[config.mk]
export PLATFORM = sky130hd
export DESIGN_NAME = tmr_voter_seq
export DESIGN_NICKNAME = d
export VERILOG_FILES = /design/src/rtl/tmr_voter_seq_pkg.sv /design/src/rtl/tmr_voter_seq_chan_monitor.sv /design/src/rtl/tmr_voter_seq.sv
export SDC_FILE = /design/constraint.sdc
export NUM_CORES = 1
export LEC_CHECK = 0
export BUFFER_PORTS_ARGS = -buffer_cell sky130_fd_sc_hd__buf_2
export CAP_MARGIN = 20
export CELL_PAD_IN_SITES_DETAIL_PLACEMENT = 2
export CELL_PAD_IN_SITES_GLOBAL_PLACEMENT = 2
export CORE_MARGIN = 4
export CORE_UTILIZATION = 30
export DETAILED_ROUTE_END_ITERATION = 8
export GPL_TIMING_DRIVEN = 1
export HOLD_SLACK_MARGIN = 0.15
export PLACE_DENSITY = 0.76
export SLEW_MARGIN = 30
export SYNTH_ARGS = -nofsm -noshare
export SYNTH_HDL_FRONTEND = slang
export SYNTH_HIERARCHICAL = 1
export SYNTH_SLANG_ARGS = --single-unit
[constraint.sdc]
create_clock -name clk -period 2.93 [get_ports clk]
set_clock_uncertainty 0.1 [all_clocks]
set_input_delay 0.586 -clock clk [delete_from_list [all_inputs] [get_ports clk]]
set_output_delay 0.586 -clock clk [all_outputs]
set_load 0.02 [all_outputs]
[src/rtl/tmr_voter_seq_pkg.sv]
// Shared definitions for the TMR voter: channel health FSM encoding and a
// generic bitwise-majority helper sized for up to MAX_CH channels of MAX_W bits.
package tmr_voter_seq_pkg;

  typedef enum logic [1:0] {
    ST_OK      = 2'd0,
    ST_SUSPECT = 2'd1,
    ST_FAULTY  = 2'd2
  } chan_state_e;

  localparam int MAX_W    = 64;
  localparam int MAX_CH   = 7;
  localparam int MAX_BITS = MAX_W * MAX_CH;

  // Channel c occupies data[c*width +: width]; callers zero-extend into MAX_BITS.
  function automatic logic [MAX_W-1:0] majority(input logic [MAX_BITS-1:0] data,
                                                input int n_ch, input int width);
    logic [MAX_W-1:0] res;
    int ones;
    res = '0;
    for (int b = 0; b < width; b++) begin
      ones = 0;
      for (int c = 0; c < n_ch; c++) begin
        if (data[c*width + b]) ones++;
      end
      res[b] = (ones > n_ch / 2);
    end
    return res;
  endfunction

endpackage

[src/rtl/tmr_voter_seq_chan_monitor.sv]
// Per-channel health tracker: OK -> SUSPECT -> FAULTY on consecutive
// mismatching valid beats; FAULTY is sticky until clr.
module tmr_chan_monitor
  import tmr_voter_seq_pkg::*;
#(
  parameter int FAULT_THRESH = 3,
  parameter int CNT_W        = 4
) (
  input  logic        clk,
  input  logic        rst,
  input  logic        valid,
  input  logic        mismatch,
  input  logic        clr,
  output logic        fault,
  output chan_state_e state
);

  chan_state_e      state_d;
  logic [CNT_W-1:0] cnt_q;
  logic [CNT_W-1:0] cnt_d;

  function automatic logic [CNT_W-1:0] sat_inc(input logic [CNT_W-1:0] c);
    return (c == '1) ? c : c + 1'b1;
  endfunction

  always_ff @(posedge clk) begin
    if (rst) begin
      state <= ST_OK;
      cnt_q <= '0;
    end else begin
      state <= state_d;
      cnt_q <= cnt_d;
    end
  end

  always_comb begin
    state_d = state;
    cnt_d   = cnt_q;
    if (clr) begin
      state_d = ST_OK;
      cnt_d   = '0;
    end else if (valid) begin
      unique case (state)
        ST_OK: begin
          if (mismatch) begin
            cnt_d   = CNT_W'(1);
            state_d = (FAULT_THRESH == 1) ? ST_FAULTY : ST_SUSPECT;
          end
        end
        ST_SUSPECT: begin
          if (mismatch) begin
            cnt_d = sat_inc(cnt_q);
            if (int'(cnt_q) + 1 == FAULT_THRESH) state_d = ST_FAULTY;
          end else begin
            cnt_d   = '0;
            state_d = ST_OK;
          end
        end
        ST_FAULTY: ;
        default: begin
          state_d = ST_OK;
          cnt_d   = '0;
        end
      endcase
    end
  end

  assign fault = (state == ST_FAULTY);

endmodule

[src/rtl/tmr_voter_seq.sv]
// Registered N-way bitwise majority voter with per-channel fault tracking.
// Optional macro TMR_VOTER_FAULT_MASK_EN excludes faulty channels from out_data/agree.
module tmr_voter_seq
  import tmr_voter_seq_pkg::*;
#(
  parameter int WIDTH        = 8,
  parameter int N_CH         = 3,
  parameter int FAULT_THRESH = 3,
  parameter int CNT_W        = 4
) (
  input  logic                  clk,
  input  logic                  rst,
  input  logic                  in_valid,
  input  logic [N_CH*WIDTH-1:0] in_data,
  input  logic                  clr_fault,
  output logic                  out_valid,
  output logic [WIDTH-1:0]      out_data,
  output logic                  agree,
  output logic [N_CH-1:0]       mismatch,
  output logic [N_CH-1:0]       fault
);

  logic [WIDTH-1:0] maj_p0;
  logic [WIDTH-1:0] vote_p0;
  logic [N_CH-1:0]  mm_p0;
  logic             agree_p0;
  logic             hold_p0;
  logic [N_CH-1:0]  chan_fault;
  chan_state_e      chan_state [N_CH];

  // Stage p0: unmasked majority and per-channel disagreement
  assign maj_p0 = WIDTH'(majority(MAX_BITS'(in_data), N_CH, WIDTH));

  always_comb begin
    mm_p0 = '0;
    for (int c = 0; c < N_CH; c++) begin
      mm_p0[c] = (in_data[c*WIDTH +: WIDTH] != maj_p0);
    end
  end

`ifdef TMR_VOTER_FAULT_MASK_EN
  int               ones;
  int               hc;
  logic [WIDTH-1:0] ref_w;

  always_comb begin
    vote_p0  = maj_p0;
    agree_p0 = 1'b1;
    hold_p0  = 1'b0;
    ones     = 0;
    hc       = 0;
    ref_w    = '0;
    if (&chan_fault) begin
      hold_p0 = 1'b1;
    end else begin
      // Descending scan leaves the lowest-index healthy word as the tie-break reference.
      for (int c = N_CH - 1; c >= 0; c--) begin
        if (!chan_fault[c]) ref_w = in_data[c*WIDTH +: WIDTH];
      end
      for (int c = 0; c < N_CH; c++) begin
        if (!chan_fault[c] && (in_data[c*WIDTH +: WIDTH] != ref_w)) agree_p0 = 1'b0;
      end
      for (int b = 0; b < WIDTH; b++) begin
        ones = 0;
        hc   = 0;
        for (int c = 0; c < N_CH; c++) begin
          if (!chan_fault[c]) begin
            hc++;
            if (in_data[c*WIDTH + b]) ones++;
          end
        end
        vote_p0[b] = (2 * ones > hc) ? 1'b1 : (2 * ones < hc) ? 1'b0 : ref_w[b];
      end
    end
  end
`else
  always_comb begin
    vote_p0  = maj_p0;
    agree_p0 = (mm_p0 == '0);
    hold_p0  = 1'b0;
  end
`endif

  // Stage p1: registered outputs; reset discards any in-flight beat
  always_ff @(posedge clk) begin
    if (rst) begin
      out_valid <= 1'b0;
      out_data  <= '0;
      agree     <= 1'b0;
      mismatch  <= '0;
    end else if (in_valid) begin
      out_valid <= 1'b1;
      if (!hold_p0) out_data <= vote_p0;
      agree     <= agree_p0;
      mismatch  <= mm_p0;
    end else begin
      out_valid <= 1'b0;
      mismatch  <= '0;
    end
  end

  for (genvar i = 0; i < N_CH; i++) begin : g_mon
    tmr_chan_monitor #(
      .FAULT_THRESH(FAULT_THRESH),
      .CNT_W       (CNT_W)
    ) u_mon (
      .clk     (clk),
      .rst     (rst),
      .valid   (in_valid),
      .mismatch(mm_p0[i]),
      .clr     (clr_fault),
      .fault   (chan_fault[i]),
      .state   (chan_state[i])
    );

    a_fault_state : assert property (@(posedge clk) chan_fault[i] == (chan_state[i] == ST_FAULTY));
  end

  assign fault = chan_fault;

endmodule
==> key figures <==
Detailed routing
  • Vias: 2810
  • Iteration count of the initial detailed-routing pass: 4
  • Antenna Nets Post-Route: 0
  • Wire per inst: roughly 17 um
  • Drt via density: between 5 and 6
  • DRC violations left: 0
  • Drt total wl: just under 9000 um
  • Initial DRC count: 63

Global route
  • Total track usage: 0.171
  • Maximum number of pins on one net before global-route repair: 34
  • Global route overflow: 0
  • Antenna violations before repair: 0
  • Vias in the first global route: 2987
  • First-pass GRT wire length: 14300 um

Final layout
  • Layout area overhead: 27.4%
  • Share of cells above drive strength 1: 0.275
  • Post-layout instance area: 3310 um2
  • Utilization after layout: 0.399
  • Ant diodes: 0
  • Final Net Count: about 470
  • Non-Filler Instances: 523

Floorplanning
  • I/O pin cnt: between 40 and 50
  • Die area: ~10000 um2
  • Die Height: 101 um
  • Core area: just over 8000 um2
  • Chip width: 101 um
  • # rows: 33
  • Initial Util: 0.313

Pwr
  • Maximum VDD drop: around 0.11 mV
  • Power, Total: between 1 and 1.5 mW
  • Static leakage: 1.40 nW
  • Power per cell area: between 300 and 400 nW/um2

Synth
  • FF+latch count, synth: 31
  • Post-synth top area share: 0.239
  • Synth area leaders: dfxtp_1, ha_1, a211oi_1
  • Syn Inst Count: approximately 340
  • Ys Warns: 6
  • Main combinational cell family by area after synthesis: simple AND/OR/NAND/NOR gates
  • Synth Area per Inst: between 7 and 8 um2
  • Post-Synth Adder-Cell Area: 0.106
  • Post-synthesis compound-gate area fraction: 0.298
  • Multiplexer share of the synthesized area: 0
  • Xor and xnor area share after synthesis: 0
  • Count leader, synth: nand2_1
  • Sequential element share of the synthesized area: 0.239
  • Synth Area in Simple Gates: 0.317
  • Syn_nets: ~390
  • Commonest cells in the netlist: nand2_1, dfxtp_1, a211oi_1, inv_1, ha_1
  • Mapped cell area: 2600 um2
  • Commonest register cell after synthesis: dfxtp_1
  • Synth area leader: dfxtp_1
  • Share of synthesized registers carrying an async set or reset: 0
  • EDFF count, synth: 0
  • Synth cell types: 39

Setup path
  • Startpoint types: input pin
  • CP required: 3.00 ns
  • Worst R2R Setup Slack: roughly 1.5 ns
  • CP Cell Sequence: buf_2, inv_1, ha_1, nand2b_1, a211oi_2, o22ai_1, or4_4, nor2b_1, o21a_2, a31oi_1, a211oi_1
  • Crit Path Category: input pin to flop
  • Worst reg2reg endpoint: g_mon[0].u_mon/state[1]
  • Crit Path Max Fanout: 7
  • Critical Path Max Stage Delay: between 0.5 and 0.6 ns
  • Worst setup path startpoint: in_data[15]
  • Crit path max-delay cell type: or4_4
  • Worst r2r path cells: 5
  • Worst r2r src: g_mon[0].u_mon/cnt_q[0]
  • CP Capture Type: flop
  • WP data arrival: approximately 2.9 ns

Placed design
  • Post-Place Setup Slack: -0.297 ns
  • DP Cell Count: 516
  • Placed inst area: ~3200 um2
  • Port Buffers: 43
  • Routability cong.: roughly 0.78
  • Detailed-placement wirelength estimate: between 6000 and 7000 um

STA
  • Final setup vio count: 0
  • Period utilization: 0.962
  • Max Fclk: between 300 and 400 MHz
  • Worst Max-Slew Pin Slew: 0.592 ns
  • Slew headroom: 0.605
  • Hold Slack: 0.389 ns
  • Final Max Tran Viols: 0
  • Fin crit period: around 2.8 ns
  • Setup TNS: 0 ns
  • RSZ-0062 raised after global routing: yes
  • Final Hold Fails: 0
  • Final setup margin: between 0.1 and 0.15 ns

Run status
  • Outcome: complete, no violations

Worst hold path
  • Hold depth: 2
  • Min-delay worst type: flop to flop
  • Hold path startpoint: out_data[0]
  • Hold EP: out_data[0]

CTS
  • Clock Latency Late Sink: a little under 0.3 ns
  • CTS Sinks: 31
  • H-Tree Depth: 2
  • Clock buffer depth: 2
  • Setup Buffers After CTS: 0
  • CTS resizes: 0
  • CTS buffer count: 5
  • CTS tree: done
  • Clk slew on worst S/H paths: roughly 0.070 ns
  • # hold bufs at CTS: 0
  • Root buffer cell: clkbuf_8

Job
  • # Max-Cap Violations: 0
-- worst max path at each step --
stage / endpoint / slack (ns) / cells after the start
final: g_mon[1].u_mon/cnt_q[3] / 0.11 / 11
after detailed placement: g_mon[1].u_mon/cnt_q[3] / -0.30 / 11
after CTS: g_mon[1].u_mon/cnt_q[3] / 0.01 / 11
after floorplan: g_mon[1].u_mon/cnt_q[1] / 0.13 / 10
after global placement: g_mon[1].u_mon/cnt_q[3] / -0.17 / 11
after global routing: g_mon[1].u_mon/cnt_q[3] / -0.001 / 11
-- cell families after synthesis --
family                     Yosys count
and+or+nand+nor                    138
AOI/OAI and AO/OA                  116
DFF                                 31
adders and majority gates           22
buffers and inverters               28
-- worst max-delay path, delay by kind of cell --
kind                       cells  cell delay [ns]
and+or+nand+nor                3             0.96
AOI/OAI and AO/OA              5             0.91
adders and majority gates      1             0.27
buffers and inverters          2             0.13
-- flip-flops by register name (all words and copies together) (netlist names) --
| register | cells |
|---|---|
| g_mon.u_mon/cnt_q | 12 |
| out_data | 8 |
| g_mon.u_mon/state | 6 |
| mismatch | 3 |
| agree | 1 |
| out_valid | 1 |
-- power breakdown --
part	internal [mW]	total, mW	switching [mW]
Clock	0.184	0.351	0.167
Sequential	0.437	0.449	0.0122
Combinational	0.139	0.317	0.178
Total	0.760	1.12	0.357
-- placed cells by master, fill, tap and decap left out, drive strengths merged --
| master | instances |
|---|---|
| o2111ai | 2 |
| nand4 | 10 |
| and3b | 3 |
| o21ai | 31 |
| nor2b | 20 |
| nand4b | 3 |
| ha | 22 |
| nand2 | 33 |
| inv | 25 |
| o21a | 3 |
| o211ai | 6 |
| o31ai | 2 |
| and4 | 3 |
| and2b | 5 |
| nor4 | 2 |
| a211oi | 30 |
| or3b | 1 |
| and2 | 6 |
| buf | 79 |
| o2bb2ai | 2 |
| dfxtp | 31 |
| a31oi | 3 |
| clkbuf | 6 |
| or4 | 2 |
| nand3b | 12 |
| o22ai | 10 |
| o41ai | 1 |
| a21oi | 23 |
| a41oi | 3 |
| clkinv | 1 |
| nor2 | 14 |
| nand2b | 15 |
| nand3 | 3 |
| or2 | 6 |
-- cell type report --
class | count | area, um2
Clock inverter | 1 | 5.00
Sequential cell | 31 | 621
Tap cell | 105 | 131
Timing Repair Buffer | 79 | 485
Multi-Input combinational cell | 276 | 1890
Clock buffer | 6 | 82.6
Fill cell | 999 | 4990
Inverter | 25 | 93.8
-- routing by layer --
metal / vias up / track usage / part of all wire
li1: 1408 / - / -
met1: 1358 / 0.212 / 0.47
met2: 37 / 0.308 / 0.49
met3: 7 / 0.0221 / 0.023
met4: 0 / 0.0481 / 0.013
met5: - / 0 / 0
No activity file was read; power rests on OpenSTA's default activity.
